--- src/rtl/data_mem_port_pkg.sv ---
// Shared types for the CPU memory-access stage and its data-memory responder.
package data_mem_port_pkg;

  typedef logic [31:0] word_t;
  typedef logic [3:0]  byte_en_t;

  typedef enum logic [1:0] {
    MA_X     = 2'b00,
    MA_LOAD  = 2'b01,
    MA_STORE = 2'b10
  } ma_mode_t;

  typedef enum logic [2:0] {
    MA_B  = 3'b000,
    MA_H  = 3'b001,
    MA_W  = 3'b010,
    MA_BU = 3'b100,
    MA_HU = 3'b101
  } ma_size_t;

  localparam word_t MEM_RSP_NULL = 32'h0;

endpackage

--- src/rtl/data_mem_port_if.sv ---
// Request/response channel plus word-wide BRAM port of the data-memory responder.
interface data_mem_port_if #(
  parameter int MEM_BYTES = 4096,
  parameter int MEM_AW    = $clog2(MEM_BYTES) - 2
);
  import data_mem_port_pkg::*;

  // Both channels: a beat transfers on a rising clock edge where valid && ready;
  // the sender holds its payload stable while valid is high and ready is low.
  logic              req_valid_i;
  logic              req_ready_o;
  ma_mode_t          req_mode_i;
  ma_size_t          req_size_i;
  word_t             req_addr_i;
  word_t             req_data_i;
  logic              rsp_valid_o;
  logic              rsp_ready_i;
  word_t             rsp_data_o;
  logic              rsp_fault_o;
  logic [MEM_AW-1:0] mem_addr_o;
  byte_en_t          mem_we_o;
  word_t             mem_wdata_o;
  word_t             mem_rdata_i;

  modport slave (
    input  req_valid_i, req_mode_i, req_size_i, req_addr_i, req_data_i,
    input  rsp_ready_i, mem_rdata_i,
    output req_ready_o, rsp_valid_o, rsp_data_o, rsp_fault_o,
    output mem_addr_o, mem_we_o, mem_wdata_o
  );

  modport master (
    output req_valid_i, req_mode_i, req_size_i, req_addr_i, req_data_i,
    output rsp_ready_i, mem_rdata_i,
    input  req_ready_o, rsp_valid_o, rsp_data_o, rsp_fault_o,
    input  mem_addr_o, mem_we_o, mem_wdata_o
  );

endinterface

--- src/rtl/mem_load_align.sv ---
// Picks the addressed byte/half lane out of a BRAM word and sign/zero-extends it.
module mem_load_align
  import data_mem_port_pkg::*;
(
  input  word_t       rdata,
  input  ma_size_t    size,
  input  logic [1:0]  off,
  output word_t       data
);

  logic [7:0]  lane_b;
  logic [15:0] lane_h;

  always_comb begin
    lane_b = rdata[{off, 3'b000} +: 8];
    lane_h = off[1] ? rdata[31:16] : rdata[15:0];
    data   = MEM_RSP_NULL;
    case (size)
      MA_B:    data = {{24{lane_b[7]}}, lane_b};
      MA_BU:   data = {24'h0, lane_b};
      MA_H:    data = {{16{lane_h[15]}}, lane_h};
      MA_HU:   data = {16'h0, lane_h};
      MA_W:    data = rdata;
      default: data = MEM_RSP_NULL;
    endcase
  end

endmodule

--- src/rtl/data_mem_port.sv ---
// Memory-side responder: checks load/store requests, drives a synchronous BRAM
// and returns extended load data or a store completion over a response channel.
module data_mem_port
  import data_mem_port_pkg::*;
#(
  parameter int MEM_BYTES = 4096
) (
  input  logic            clk_i,
  input  logic            reset_n_i,
  data_mem_port_if.slave  bus,
  output logic [1:0]      dbg_state_o
);

  localparam int MEM_AW = $clog2(MEM_BYTES) - 2;

  typedef enum logic [1:0] {IDLE, LOAD_WAIT, RESP} state_t;

  state_t            state_q, state_d;
  word_t             rsp_data_q, rsp_data_d;
  logic              rsp_fault_q, rsp_fault_d;
  ma_size_t          ld_size_q;
  logic [1:0]        ld_off_q;
  logic [MEM_AW-1:0] mem_addr_q;
  word_t             ld_data;
  logic              accept, is_mem, misalign, fault;
  byte_en_t          we_lane;
  word_t             wdata_lane;

  // Ready is a function of state and the response sink only, never of req_valid_i.
  assign bus.req_ready_o = reset_n_i &&
                           ((state_q == IDLE) || (state_q == RESP && bus.rsp_ready_i));
  assign accept = bus.req_valid_i && bus.req_ready_o;
  assign is_mem = (bus.req_mode_i == MA_LOAD) || (bus.req_mode_i == MA_STORE);

  always_comb begin
    misalign = 1'b0;
    case (bus.req_size_i)
      MA_B, MA_BU: misalign = 1'b0;
      MA_H, MA_HU: misalign = bus.req_addr_i[0];
      MA_W:        misalign = |bus.req_addr_i[1:0];
      default:     misalign = 1'b1;
    endcase
    fault = is_mem && (misalign || (bus.req_addr_i >= 32'(MEM_BYTES)));
  end

  always_comb begin
    we_lane    = 4'b1111;
    wdata_lane = bus.req_data_i;
    case (bus.req_size_i[1:0])
      2'b00: begin
        we_lane    = 4'b0001 << bus.req_addr_i[1:0];
        wdata_lane = {4{bus.req_data_i[7:0]}};
      end
      2'b01: begin
        we_lane    = 4'b0011 << bus.req_addr_i[1:0];
        wdata_lane = {2{bus.req_data_i[15:0]}};
      end
      default: begin
        we_lane    = 4'b1111;
        wdata_lane = bus.req_data_i;
      end
    endcase
  end

  assign bus.mem_we_o    = (accept && bus.req_mode_i == MA_STORE && !fault) ? we_lane : '0;
  assign bus.mem_wdata_o = wdata_lane;
  assign bus.mem_addr_o  = accept ? bus.req_addr_i[MEM_AW+1:2] : mem_addr_q;

  mem_load_align u_align (
    .rdata (bus.mem_rdata_i),
    .size  (ld_size_q),
    .off   (ld_off_q),
    .data  (ld_data)
  );

  always_comb begin
    state_d     = state_q;
    rsp_data_d  = rsp_data_q;
    rsp_fault_d = rsp_fault_q;
    case (state_q)
      LOAD_WAIT: begin
        state_d     = RESP;
        rsp_data_d  = ld_data;
        rsp_fault_d = 1'b0;
      end
      RESP:    if (bus.rsp_ready_i) state_d = IDLE;
      default: state_d = state_q;
    endcase
    // An accept in RESP retires the old response and starts the new one.
    if (accept) begin
      rsp_data_d  = MEM_RSP_NULL;
      rsp_fault_d = fault;
      state_d     = (bus.req_mode_i == MA_LOAD && !fault) ? LOAD_WAIT : RESP;
    end
  end

  always_ff @(posedge clk_i or negedge reset_n_i) begin
    if (!reset_n_i) begin
      state_q     <= IDLE;
      rsp_data_q  <= MEM_RSP_NULL;
      rsp_fault_q <= 1'b0;
      ld_size_q   <= MA_B;
      ld_off_q    <= 2'b00;
      mem_addr_q  <= '0;
    end else begin
      state_q     <= state_d;
      rsp_data_q  <= rsp_data_d;
      rsp_fault_q <= rsp_fault_d;
      if (accept) begin
        ld_size_q  <= bus.req_size_i;
        ld_off_q   <= bus.req_addr_i[1:0];
        mem_addr_q <= bus.req_addr_i[MEM_AW+1:2];
      end
    end
  end

  assign bus.rsp_valid_o = (state_q == RESP);
  assign bus.rsp_data_o  = rsp_data_q;
  assign bus.rsp_fault_o = rsp_fault_q;
  assign dbg_state_o     = state_q;

endmodule

--- src/flat_wrapper.sv ---
// flat-port wrapper written by rule: the top's interface ports become plain ports
module data_mem_port_flat import data_mem_port_pkg::*;
#(
  parameter int MEM_BYTES = 4096
)
  (clk_i, reset_n_i, dbg_state_o, bus_req_valid_i, bus_req_mode_i, bus_req_size_i, bus_req_addr_i, bus_req_data_i, bus_rsp_ready_i, bus_mem_rdata_i, bus_req_ready_o, bus_rsp_valid_o, bus_rsp_data_o, bus_rsp_fault_o, bus_mem_addr_o, bus_mem_we_o, bus_mem_wdata_o);
  data_mem_port_if #(.MEM_BYTES(MEM_BYTES)) bus_i ();
  input  logic clk_i;
  input  logic reset_n_i;
  output logic [1:0] dbg_state_o;
  input wire logic [$bits(bus_i.req_valid_i)-1:0] bus_req_valid_i;
  input wire logic [$bits(bus_i.req_mode_i)-1:0] bus_req_mode_i;
  input wire logic [$bits(bus_i.req_size_i)-1:0] bus_req_size_i;
  input wire logic [$bits(bus_i.req_addr_i)-1:0] bus_req_addr_i;
  input wire logic [$bits(bus_i.req_data_i)-1:0] bus_req_data_i;
  input wire logic [$bits(bus_i.rsp_ready_i)-1:0] bus_rsp_ready_i;
  input wire logic [$bits(bus_i.mem_rdata_i)-1:0] bus_mem_rdata_i;
  output wire logic [$bits(bus_i.req_ready_o)-1:0] bus_req_ready_o;
  output wire logic [$bits(bus_i.rsp_valid_o)-1:0] bus_rsp_valid_o;
  output wire logic [$bits(bus_i.rsp_data_o)-1:0] bus_rsp_data_o;
  output wire logic [$bits(bus_i.rsp_fault_o)-1:0] bus_rsp_fault_o;
  output wire logic [$bits(bus_i.mem_addr_o)-1:0] bus_mem_addr_o;
  output wire logic [$bits(bus_i.mem_we_o)-1:0] bus_mem_we_o;
  output wire logic [$bits(bus_i.mem_wdata_o)-1:0] bus_mem_wdata_o;
  assign bus_i.req_valid_i = bus_req_valid_i;
  assign bus_i.req_mode_i = bus_req_mode_i;
  assign bus_i.req_size_i = bus_req_size_i;
  assign bus_i.req_addr_i = bus_req_addr_i;
  assign bus_i.req_data_i = bus_req_data_i;
  assign bus_i.rsp_ready_i = bus_rsp_ready_i;
  assign bus_i.mem_rdata_i = bus_mem_rdata_i;
  assign bus_req_ready_o = bus_i.req_ready_o;
  assign bus_rsp_valid_o = bus_i.rsp_valid_o;
  assign bus_rsp_data_o = bus_i.rsp_data_o;
  assign bus_rsp_fault_o = bus_i.rsp_fault_o;
  assign bus_mem_addr_o = bus_i.mem_addr_o;
  assign bus_mem_we_o = bus_i.mem_we_o;
  assign bus_mem_wdata_o = bus_i.mem_wdata_o;
  data_mem_port #(.MEM_BYTES(MEM_BYTES)) u_core (.clk_i(clk_i), .reset_n_i(reset_n_i), .bus(bus_i), .dbg_state_o(dbg_state_o));
endmodule
--- config.mk ---
export PLATFORM = sky130hd
export DESIGN_NAME = data_mem_port_flat
export DESIGN_NICKNAME = d
export VERILOG_FILES = /design/src/rtl/data_mem_port_pkg.sv /design/src/rtl/data_mem_port_if.sv /design/src/rtl/mem_load_align.sv /design/src/rtl/data_mem_port.sv /design/src/flat_wrapper.sv
export SDC_FILE = /design/constraint.sdc
export NUM_CORES = 1
export LEC_CHECK = 0
export BUFFER_PORTS_ARGS = -buffer_cell sky130_fd_sc_hd__buf_2
export CORE_MARGIN = 2
export CORE_UTILIZATION = 48
export DETAILED_ROUTE_END_ITERATION = 16
export HOLD_SLACK_MARGIN = 0.06
export PLACE_DENSITY = 0.87
export SLEW_MARGIN = 20
export SYNTH_ARGS = -nofsm -noshare
export SYNTH_HDL_FRONTEND = slang
export SYNTH_SLANG_ARGS = --single-unit
--- constraint.sdc ---
create_clock -name clk_i -period 3.7 [get_ports clk_i]
set_input_delay 0.37 -clock clk_i [delete_from_list [all_inputs] [get_ports clk_i]]
set_output_delay 0.37 -clock clk_i [all_outputs]
set_load 0.005 [all_outputs]
==> flow_metrics.tcl <==
set metrics [dict create \
    area_delta_synth_final_pct 30.2 \
    slew_headroom_pct 23.1 \
    portBuffers 187 \
    r2r-end "u_core.bus.rsp_data_o[23]" \
    min_path_type "primary input to async pin" \
    cts_buffers 5 \
    postRouteWirelength_um 9340 \
    gp_congestion 0.903 \
    grt_max_degree 51 \
    period_share_pct 74.9 \
    die_x_um 86.1 \
    clockBufferDepth 2 \
    grt-ovfl-total 0 \
    drtIter0Drc 234 \
    final_core_util_pct 65.5 \
    crit_path_start_kind "register" \
    fin_crit_ps 2770 \
    core_um2 6420 \
    cap_viol_max_count 0 \
    status "finished with violations" \
    hold_viol 0 \
    arrival_ps 2400 \
    tns_ps 0 \
    setup.worst_path.class "register to primary output" \
    remaining_drc_errors 1 \
    grt_pass1_wl_um 14600 \
    boundaryPins 188 \
    dieArea_um2 7410 \
    cts_resized 0 \
    die_h_um 86.1 \
    gr-usage-met1_pct 29.0 \
    synth_edf_count 0 \
    synth_top_area_share_pct 38.7 \
    clk_transition_reported_paths_ps 120 \
    critPathMaxFanout 23 \
    grt_use_met2_pct 44.3 \
    cp.required_ps 3330 \
    maxSlewViolCount 0 \
    busiest_layer "met2" \
    drive_above_1_share_pct 46.1 \
    wl_per_cell_um 16.2 \
    clock_skew_ps 16.0 \
    ir_worst_vdd_mv 0.341 \
    syn_area_um2 3230 \
    worstRegToRegCells 7 \
    final_common_cell "buf_2" \
    setup_viol 0 \
    antenna_found_initial 0 \
    power_density_nw_per_um2 503 \
    yosysUniqueCellTypes 48 \
    clock-root-buffer "clkbuf_8" \
    viasPerCell 5.72 \
    clk_latency_ps 320 \
    cpLargestDelayFamily "simple AND/OR/NAND/NOR gates" \
    synth_top_area_cell "dfrtp_1" \
    final_cell_mix "buf_2 (187), nand2_1 (69), dfrtp_1 (50)" \
    num_antenna_cells 0 \
    ctsHoldBuffers 0 \
    crit_cells 7 \
    postSynthAreaPerCell_um2 9.68 \
    path_cells "inv_1, ha_1, a21oi_2, or3_1, nand2_1, nand2_1, buf_2" \
    ys_seq_area_share_pct 38.7 \
    rrSetupSlack_ps 1390 \
    violations "design-rule violations" \
    hold_ws_ps 209 \
    synthArstFlopShare_pct 100 \
    cpMaxStageDelayCell "or3_1" \
    vias 3296 \
    grt.total_usage_pct 24.4 \
    worstSetupEndpointType "primary output" \
    cts_num_sinks 50 \
    synth_cells 334 \
    ant_nets 0 \
    synthTopCellsByArea "dfrtp_1 (39%), nand2_1 (8.0%), mux2_1 (6.3%), a21o_1 (5.8%), a31oi_1 (3.3%)" \
    grt_pass1_vias 3193 \
    rows 29 \
    cts_tree "yes" \
    num-nets-final 608 \
    yosysWarnings 0 \
    synth_top_flop_cell "dfrtp_1" \
    post_cts_buffers 0 \
    dp_hpwl_um 7140 \
    timing.critical_path.buf_inv 2 \
    cp-endpoint "bus_mem_addr_o[9]" \
    grtUsageMet3_pct 4.43 \
    rsz0062_at_grt "false" \
    path_common_cell "nand2_1" \
    p_leak_nw 2.39 \
    syn_nets 444 \
    cp-startpoint "u_core.dbg_state_o[0]" \
    cts-htree-levels 2 \
    max_freq_mhz 361 \
    timing.rr.start "u_core.dbg_state_o[0]" \
    slowest_delay_ps 680 \
    floorplan.initialDensity_pct 50.3 \
    ys_ff_latch 50 \
    tightest_slew_ps 1150 \
    first_pass_iters 12 \
]
[cells in the mapped netlist (6+ instances only)]
library cell / number
nand2_1: 69
dfrtp_1: 50
a21o_1: 25
mux2_1: 18
a31oi_1: 17
buf_2: 16
o21ai_1: 12
buf_4: 11
mux2_2: 9
a21oi_1: 8
a22oi_1: 8
inv_1: 8
mux2i_1: 8
o2bb2ai_1: 8
a222oi_1: 7
o21ai_0: 6
[worst min-delay path by stage]
stage,from,endpoint,slack (ps),cells past startpoint
finish,reset_n_i,u_core.bus.rsp_data_o[18],210,2
global placement,u_core.mem_addr_q[2],u_core.mem_addr_q[2],450,2
floorplan,reset_n_i,u_core.bus.rsp_data_o[0],70,0
CTS,reset_n_i,u_core.bus.rsp_data_o[25],230,2
detailed placement,u_core.mem_addr_q[5],u_core.mem_addr_q[5],450,2
global route,reset_n_i,u_core.bus.rsp_data_o[4],270,2
[cell type report]
class,instances,area [µm²]
repair buffers,189,951
flip-flops and latches,50,1250
inverters,9,33.8
well taps,77,96.3
clock inverters,3,28.8
clock buffers,5,68.8
fillers,519,2210
multi-input cells,243,1780
[power by group]
part           total (mW)  internal, mW  switching, mW
clock network       0.353         0.142          0.211
registers           0.807         0.676          0.131
logic               0.957         0.427          0.529
[logic make-up after synthesis]
| kind of cell | Yosys count | share of synthesized area (%) |
|---|---|---|
| AO/OA/AOI/OAI | 102 | 24.2 |
| adder cells (fa/ha/maj) | 5 | 1.94 |
| buffers and inverters | 41 | 6.66 |
| flip-flops | 50 | 38.7 |
| multiplexers | 35 | 11.9 |
| AND/OR/NAND/NOR | 101 | 16.6 |
[layer usage]
layer	vias to the layer above	share of wire (%)	wire length [µm]
li1	1540	-	-
met1	1569	39	3620
met2	171	51	4790
met3	16	7.9	740
met4	0	2.0	187
met5	-	0	0
[flip-flops by register name (all words and copies together), names as in the netlist]
signal / count
u_core.ld_off_q: 2
u_core.bus.rsp_data_o: 32
u_core.bus.rsp_fault_o: 1
u_core.dbg_state_o: 2
u_core.ld_size_q: 3
u_core.mem_addr_q: 10
[stage by stage]
| stage | cells | total power, mW | setup slack [ps] | area, µm² |
|---|---|---|---|---|
| floorplan | 334 | 1.45 | 1740 | 3230 |
| global placement | 568 | 1.73 | 1450 | 4100 |
| detailed placement | 568 | 1.76 | 1320 | 4100 |
| CTS | 576 | 2.11 | 989 | 4200 |
| global route | 576 | 2.27 | 686 | 4210 |
| finish | 576 | 2.12 | 930 | 4210 |
Power figures use the tool's default switching activity.
